[config.mk]
export PLATFORM = sky130hd
export DESIGN_NAME = line_drain
export DESIGN_NICKNAME = d
export VERILOG_FILES = /design/src/rtl/line_drain.sv
export SDC_FILE = /design/constraint.sdc
export NUM_CORES = 1
export LEC_CHECK = 0
export CAP_MARGIN = 20
export CORE_UTILIZATION = 50
export CTS_BUF_LIST = sky130_fd_sc_hd__clkbuf_16
export CTS_CLUSTER_DIAMETER = 200
export CTS_CLUSTER_SIZE = 16
export DETAILED_ROUTE_END_ITERATION = 10
export GPL_TIMING_DRIVEN = 0
export PLACE_DENSITY = 0.86
export SYNTH_ARGS = -nofsm -noshare
export SYNTH_HDL_FRONTEND = slang
export SYNTH_SLANG_ARGS = --single-unit
[constraint.sdc]
create_clock -name clk -period 3.6 [get_ports clk]
set_clock_uncertainty 0.1 [all_clocks]
set_input_delay 0.72 -clock clk [delete_from_list [all_inputs] [get_ports clk]]
set_output_delay 0.72 -clock clk [all_outputs]
set_load 0.1 [all_outputs]
[src/rtl/line_drain.sv]
// line_drain: read-side companion of the camera line FIFO.
// Waits for the FIFO's line-level almost-full flag. It then reads exactly one line of
// bytes and forwards them on a valid/ready byte stream. The stream carries start/end-of-line
// markers and a line index.
//
// Ports:
//   clk        read clock (FIFO rd_clk)
//   rstn       synchronous active-low reset
//   line_rdy   FIFO almost-full flag, asynchronous to clk (synchronised here)
//   frame_rst  one-cycle pulse: next line started reports index 0
//   fifo_ren   FIFO read enable
//   fifo_rdata FIFO read data, valid one cycle after fifo_ren
//   m_data     output byte
//   m_valid    output byte valid
//   m_ready    downstream accept
//   m_sol      first byte of a line (qualified by m_valid)
//   m_eol      last byte of a line (qualified by m_valid)
//   m_line     index of the current line, stable for the whole line
//   busy       high from line start until the last byte is accepted
module line_drain #(
   parameter int unsigned LINE_BYTES = 2560,
   parameter int unsigned LINES      = 720,
   parameter int unsigned LINE_W     = 11,
   parameter int unsigned GAP_CYC    = 8
) (
   input  logic              clk,
   input  logic              rstn,
   input  logic              line_rdy,
   input  logic              frame_rst,
   output logic              fifo_ren,
   input  logic [7:0]        fifo_rdata,
   output logic [7:0]        m_data,
   output logic              m_valid,
   input  logic              m_ready,
   output logic              m_sol,
   output logic              m_eol,
   output logic [LINE_W-1:0] m_line,
   output logic              busy
);

   localparam int unsigned CNT_W = $clog2(LINE_BYTES + 1);
   localparam int unsigned GAP_W = $clog2(GAP_CYC + 1);

   localparam logic [CNT_W-1:0]  FULL_CNT  = CNT_W'(LINE_BYTES);
   localparam logic [CNT_W-1:0]  ONE_CNT   = CNT_W'(1);
   localparam logic [LINE_W-1:0] LAST_LINE = LINE_W'(LINES - 1);
   localparam logic [GAP_W-1:0]  GAP_LAST  = GAP_W'(GAP_CYC - 1);

   typedef enum logic [1:0] {StIdle, StRead, StFlush, StGap} state_e;

   state_e            state_q, state_d;
   logic              rdy_m_q, rdy_s_q;
   logic [CNT_W-1:0]  rd_cnt_q, rd_cnt_d;
   logic [CNT_W-1:0]  out_cnt_q, out_cnt_d;
   logic [GAP_W-1:0]  gap_q, gap_d;
   logic [1:0]        occ_q, occ_d;
   logic [7:0]        buf0_q, buf0_d;
   logic [7:0]        buf1_q, buf1_d;
   logic              inflight_q;
   logic              pend_q, pend_d;
   logic [LINE_W-1:0] line_q, line_d;
   logic              busy_q, busy_d;

   logic              pop;
   logic              last_pop;
   logic [2:0]        fill;

   // Output side and read throttle.
   always_comb begin
      m_valid  = (occ_q != 2'd0);
      m_data   = buf0_q;
      m_sol    = m_valid && (out_cnt_q == FULL_CNT);
      m_eol    = m_valid && (out_cnt_q == ONE_CNT);
      m_line   = line_q;
      busy     = busy_q;
      pop      = m_valid && m_ready;
      last_pop = pop && (out_cnt_q == ONE_CNT);
      // Slots committed after this edge: buffered plus in flight minus the byte leaving now.
      fill     = {1'b0, occ_q} + {2'b00, inflight_q} - {2'b00, pop};
      fifo_ren = (state_q == StRead) && (rd_cnt_q != '0) && (fill < 3'd2);
   end

   // Two-entry skid buffer; buf0 is always the head.
   always_comb begin
      buf0_d = buf0_q;
      buf1_d = buf1_q;
      occ_d  = occ_q;
      if (pop) begin
         buf0_d = buf1_q;
         occ_d  = occ_q - 2'd1;
      end
      // A byte in flight is always captured; the throttle guarantees a free slot.
      if (inflight_q) begin
         if (occ_d == 2'd0) begin
            buf0_d = fifo_rdata;
         end else begin
            buf1_d = fifo_rdata;
         end
         occ_d = occ_d + 2'd1;
      end
   end

   // Line sequencing FSM.
   always_comb begin
      state_d   = state_q;
      rd_cnt_d  = rd_cnt_q;
      out_cnt_d = out_cnt_q;
      gap_d     = gap_q;
      pend_d    = pend_q | frame_rst;
      line_d    = line_q;
      busy_d    = busy_q;

      if (fifo_ren) begin
         rd_cnt_d = rd_cnt_q - ONE_CNT;
      end
      if (pop) begin
         out_cnt_d = out_cnt_q - ONE_CNT;
      end

      unique case (state_q)
         StIdle: begin
            if (rdy_s_q) begin
               state_d   = StRead;
               rd_cnt_d  = FULL_CNT;
               out_cnt_d = FULL_CNT;
               busy_d    = 1'b1;
               if (pend_d) begin
                  line_d = '0;
                  pend_d = 1'b0;
               end
            end
         end
         StRead: begin
            if (fifo_ren && (rd_cnt_q == ONE_CNT)) begin
               state_d = StFlush;
            end
         end
         StFlush: begin
            if (last_pop) begin
               state_d = StGap;
               gap_d   = '0;
               busy_d  = 1'b0;
               if (frame_rst || (line_q == LAST_LINE)) begin
                  line_d = '0;
               end else begin
                  line_d = line_q + LINE_W'(1);
               end
            end
         end
         StGap: begin
            // Lets the write-side flag settle before it is looked at again.
            if (gap_q == GAP_LAST) begin
               state_d = StIdle;
            end else begin
               gap_d = gap_q + GAP_W'(1);
            end
         end
         default: state_d = StIdle;
      endcase
   end

   always_ff @(posedge clk) begin
      if (!rstn) begin
         state_q    <= StIdle;
         rdy_m_q    <= 1'b0;
         rdy_s_q    <= 1'b0;
         rd_cnt_q   <= '0;
         out_cnt_q  <= '0;
         gap_q      <= '0;
         occ_q      <= 2'd0;
         buf0_q     <= 8'h00;
         buf1_q     <= 8'h00;
         inflight_q <= 1'b0;
         pend_q     <= 1'b0;
         line_q     <= '0;
         busy_q     <= 1'b0;
      end else begin
         state_q    <= state_d;
         rdy_m_q    <= line_rdy;
         rdy_s_q    <= rdy_m_q;
         rd_cnt_q   <= rd_cnt_d;
         out_cnt_q  <= out_cnt_d;
         gap_q      <= gap_d;
         occ_q      <= occ_d;
         buf0_q     <= buf0_d;
         buf1_q     <= buf1_d;
         inflight_q <= fifo_ren;
         pend_q     <= pend_d;
         line_q     <= line_d;
         busy_q     <= busy_d;
      end
   end

endmodule

* Word-level counts from Yosys, hierarchy flattened
Cells that the tools add are included.
W data, S select, Z words.
** Cells by class
- $add $sub $neg :: 8
- $lt $le $gt $ge :: 1
- Equality and inequality tests :: 14
- Muxes and demuxes :: 29
- Bitwise operators :: 2
- Reductions and logical operators :: 19
** Operators by type and width (number)
- $mux W12 :: 6
- $mux W11 :: 4
- $eq A12 B1 Y1 const B :: 2
- $mux W8 :: 3
- $sub A12 B1 Y12 const B :: 2
- $pmux W11 S2 :: 1
- $eq A12 B12 Y1 const B :: 1
- $mux W2 :: 6
- $reduce_bool A12 Y1 :: 1
- $add A11 B1 Y11 const B :: 1
- $eq A11 B10 Y1 const B :: 1
- $ne A2 B2 Y1 const B :: 5
- $mux W4 :: 2
- $pmux W2 S4 :: 1
- $pmux W4 S2 :: 1
- $reduce_and A4 Y1 :: 2
- $logic_and A1 B1 Y1 :: 7
- $reduce_and A3 Y1 :: 2
- $reduce_bool A2 Y1 :: 3
- $add A4 B1 Y4 const B :: 1
- $eq A2 B2 Y1 const B :: 2
- $eq A4 B3 Y1 const B :: 1
- $logic_not A2 Y1 :: 2
- $mux W1 :: 4
- other kinds (12) :: 12
** Storage, ports and cells
- Bits in registers :: 64
- Bits of input ports :: 13

* Logic depth before layout (Yosys ltp)
- Depth after elaboration :: 8
- Depth in mapped cells :: 14
- Mapped depth without buffers :: 12

* Least setup slack after synthesis
OpenSTA, ideal clock, no wires.
- Path type :: reg2out
- Start point :: register out_cnt_q[6]
- End point :: output port m_eol
- Arrival time :: 4362 ps
- Path slack :: -1582 ps
- Cell stages (with the launch flop) :: 5
- Cell sequence :: dfxtp_1 > nor4_4 > nand2_1 > or4_1 > nor4b_1
** On the way
- Word-level cells in the longest chain between the ends :: 2
** Ends and longest elaborated chain
- from (decl) :: RTL line 54 : logic [CNT_W-1:0] out_cnt_q, out_cnt_d;
- from (signal assigned) :: RTL line 182 : out_cnt_q <= out_cnt_d;
- $eq A12 B1 Y1 :: RTL line 73 : m_eol = m_valid && (out_cnt_q == ONE_CNT);
- $logic_and A1 B1 Y1 :: RTL line 73
- to (decl) :: RTL line 36 : output logic m_eol,
No other way between the ends.

* Worst setup path after layout
- Start point :: register occ_q[1]
- End point :: output port fifo_ren
** On the way
- Word-level cells in the longest chain between the ends :: 5
- Elaborated cells between the ends (all ways) :: 6
** Ends and longest elaborated chain
- from (decl) :: RTL line 56 : logic [1:0] occ_q, occ_d;
- from (signal assigned) :: RTL line 170 : occ_q <= 2'd0;
- from (signal assigned) :: RTL line 184 : occ_q <= occ_d;
- branches (longest 2 deep; another with $add A2 B1 Y3)
- $sub A3 B1 Y3 (*) :: RTL line 79 : fill = {1'b0, occ_q} + {2'b00, inflight_q} - {2'b00, pop};
- $lt A3 B2 Y1 (*) :: RTL line 80 : fifo_ren = (state_q == StRead) && (rd_cnt_q != '0) && (fill < 3'd2);
- $logic_and A1 B1 Y1 (*) :: RTL line 80
- to (decl) :: RTL line 30 : output logic fifo_ren,
Every way passes the cells marked *.

==> out/summary.txt <==
Core box area: 6026 um2
Final setup viols: 0
# port buffers: 36
Clk root buf: clkbuf_16
Nets: 449
Post-route cell area: 4126 um2
Fraction of layout cells with a size suffix above 1: 11.74%
Worst path arrival time: 2.66 ns
Req. time, crit path: 2.78 ns
Routability Congestion: 0.8555
H-tree levels: 3
Crit Path Max Fanout: 4
Reg area: 1289 um2
Status: completed
Filler Cells Inserted: 433
Via Count: 2924
CTS tree: built
Initial Util: 52.53%
Fmax: 287.4 MHz
CTS buffer count: 9
Cells after Synth: 367
Die area: 6654 um2
Post-route antenna net violation count: 0
TritonCTS Sinks: 64
WL/cell: 15.40 um
Die H: 81.57 um
Aggregate global routing overflow: 0
Area of the multi-input gates: 1821 um2
Layout Area Growth over Synthesis: 30.36%
Syn avg cell area: 8.625 um2
Final WS setup: 0.1207 ns
Post-synth EDFFs: 0
Yosys reg bits: 64
Tmin final: 3.479 ns
Final count of pins violating max slew: 0
Critical path capture point type: primary output
Async S/R FF share, synth: 0%
N_diodes: 0
Tot Pwr: 3840 uW
Leakage power: 0.001520 uW
Clock Latency Late Sink: 0.33 ns
Final period util: 96.65%
Synth warn: 0
FF-to-FF path depth: 14
Ys flop type: dfxtp_1
Worst Tran Pin Value: 0.9789 ns
Yosys cell types: 49
Num rows: 28
All-layer global routing usage: 24.78%
Clock buffer depth: 2
Clk slew on worst S/H paths: 0.05 ns
Synthesized area: 3166 um2
Power Dens Cells: 930.5 nW/um2
Placed Area: 3646 um2
Final WL: 7713 um
Vias in the first global route: 2757
Final hold violations: 0
DRC Markers: 0
Peak VDD IR: 0.5735 mV
Routed vias/inst: 5.836
HPWL after DPL: 5009 um
Max-cap violations: 0
Setup WS pre-CTS: -1.690 ns
Die W: 81.57 um
Hold path depth: 1
Hold Crit Class: register to register
Hold Buf Count CTS: 0
Sequential share of the synthesized area: 40.47%
Antenna violations before repair: 0
Startpoint Class: register
Crit Path Class: register to primary output
Worst slew margin: 34.54%
Initial DRC count: 162
First-pass GRT wire length: 12470 um
Largest net degree at the start of global routing: 13
I/O pin total: 37
Syn_nets: 395
First-pass DRT Iterations: 4
Unrepaired setup endpoints after global routing: no
-- cell usage in the layout, fill, tap and decap left out, drive strengths merged, types with 5 or more instances in the layout --
cell type,instances
dfxtp,64
nor2,52
nand2,42
clkdlybuf4s50,32
clkbuf,23
a21oi,19
inv,18
nand3,16
ha,14
xor2,13
mux2i,12
o21ai,11
buf,11
xnor2,10
a311oi,9
or4,8
nand4,7
and2,6
nor3,5
-- synth_stat cells, types with 9 or more instances --
master / count / area (um2)
xor2_1: 13 / 113.9
mux2i_1: 12 / 120.1
inv_1: 18 / 67.56
a311oi_1: 9 / 78.83
clkbuf_1: 13 / 48.80
xnor2_1: 10 / 87.58
nor2_1: 52 / 195.2
o21ai_0: 11 / 55.05
ha_1: 14 / 175.2
nand2_1: 42 / 157.7
a21oi_1: 19 / 95.09
dfxtp_1: 64 / 1281
nand3_1: 16 / 80.08
-- sequential cells by signal (all words and copies together), names as in the netlist --
signal and flops:
rd_cnt_q 12, gap_q 4, occ_q 2, busy 1, m_line 11, inflight_q 1, rdy_m_q 1, buf1_q 8
state_q 2, rdy_s_q 1, m_data 8, out_cnt_q 12, pend_q 1
-- metrics by stage --
stage / util (%) / hold WS (ns) / TNS [ns] / std cells
floorplan: - / 0.3119 / 0 / 367
global placement: 60.51 / 0.3230 / -3.601 / 478
detailed placement: 60.51 / 0.3383 / -4.562 / 478
CTS: 68.36 / 0.3465 / -0.01728 / 499
global route: 68.48 / 0.3627 / 0 / 501
finish: 68.48 / 0.3371 / 0 / 501
-- power by group --
| group | total (uW) | switching (uW) | internal [uW] | leakage [uW] |
|---|---|---|---|---|
| registers | 1030 | 169 | 866 | 0.000520 |
| clock network | 1070 | 324 | 747 | 0.000172 |
| logic | 1730 | 1090 | 644 | 0.000829 |
| total | 3840 | 1580 | 2260 | 0.00152 |
-- worst paths after layout --
kind | from | endpoint | slack [ns]
setup reg to reg | occ_q[1] | state_q[1] | 0.41
hold reg to reg | rdy_m_q | rdy_s_q | 0.34
hold / removal | rdy_m_q | rdy_s_q | 0.34
setup / recovery | occ_q[1] | fifo_ren | 0.12
-- layer usage --
| metal | wire length (um) | share of wire (%) | track usage [%] | vias up |
|---|---|---|---|---|
| met1 | 3237 | 42 | 28.80 | 1407 |
| li1 | - | - | - | 1396 |
| met4 | 223 | 2.9 | 12.81 | 0 |
| met3 | 352 | 4.6 | 5.111 | 24 |
| met2 | 3899 | 51 | 42.83 | 97 |
| met5 | 0 | 0 | 0 | - |
-- area by class of cell --
type | instances | area share, %
Tap cell | 75 | 2.274
Clock inverter | 7 | 3.487
Buffer | 14 | 1.455
Clock buffer | 9 | 5.458
Inverter | 18 | 1.759
Sequential cell | 64 | 31.23
Multi-Input combinational cell | 270 | 44.12
Timing Repair Buffer | 44 | 10.22
-- cell families (layout without fill, tap and decap cells) --
kind of cell / count (synthesis) / after routing / synth area share [%]
multiplexers: 12 / 12 / 3.795
AO/OA/AOI/OAI: 55 / 55 / 11.98
AND/OR/NAND/NOR: 165 / 165 / 27.31
adder cells (fa/ha/maj): 15 / 15 / 6.166
XOR/XNOR: 23 / 23 / 6.364
buffers and inverters: 33 / 92 / 3.913
flip-flops: 64 / 64 / 40.47
-- repair_timing --
action / in CTS / in global routing
gates resized for setup: 31 / 8
pin swaps: 3 / 4
setup endpoints to repair: 6 / 2
hold endpoints to repair: 0 / 0
setup buffers: 5 / 3
-- worst max-delay path, stage by stage, from the launching register on --
cell and delay (ns):
dfxtp_4 0.35, inv_4 0.05, ha_4 0.15, nand2b_4 0.13, inv_2 0.05, buf_6 0.11, ha_1 0.26, nand2b_4 0.14
fa_2 0.35, xnor2_2 0.18, and3_4 0.22, and2_4 0.15, buf_12 0.17
(Power assumes the default switching activity.)
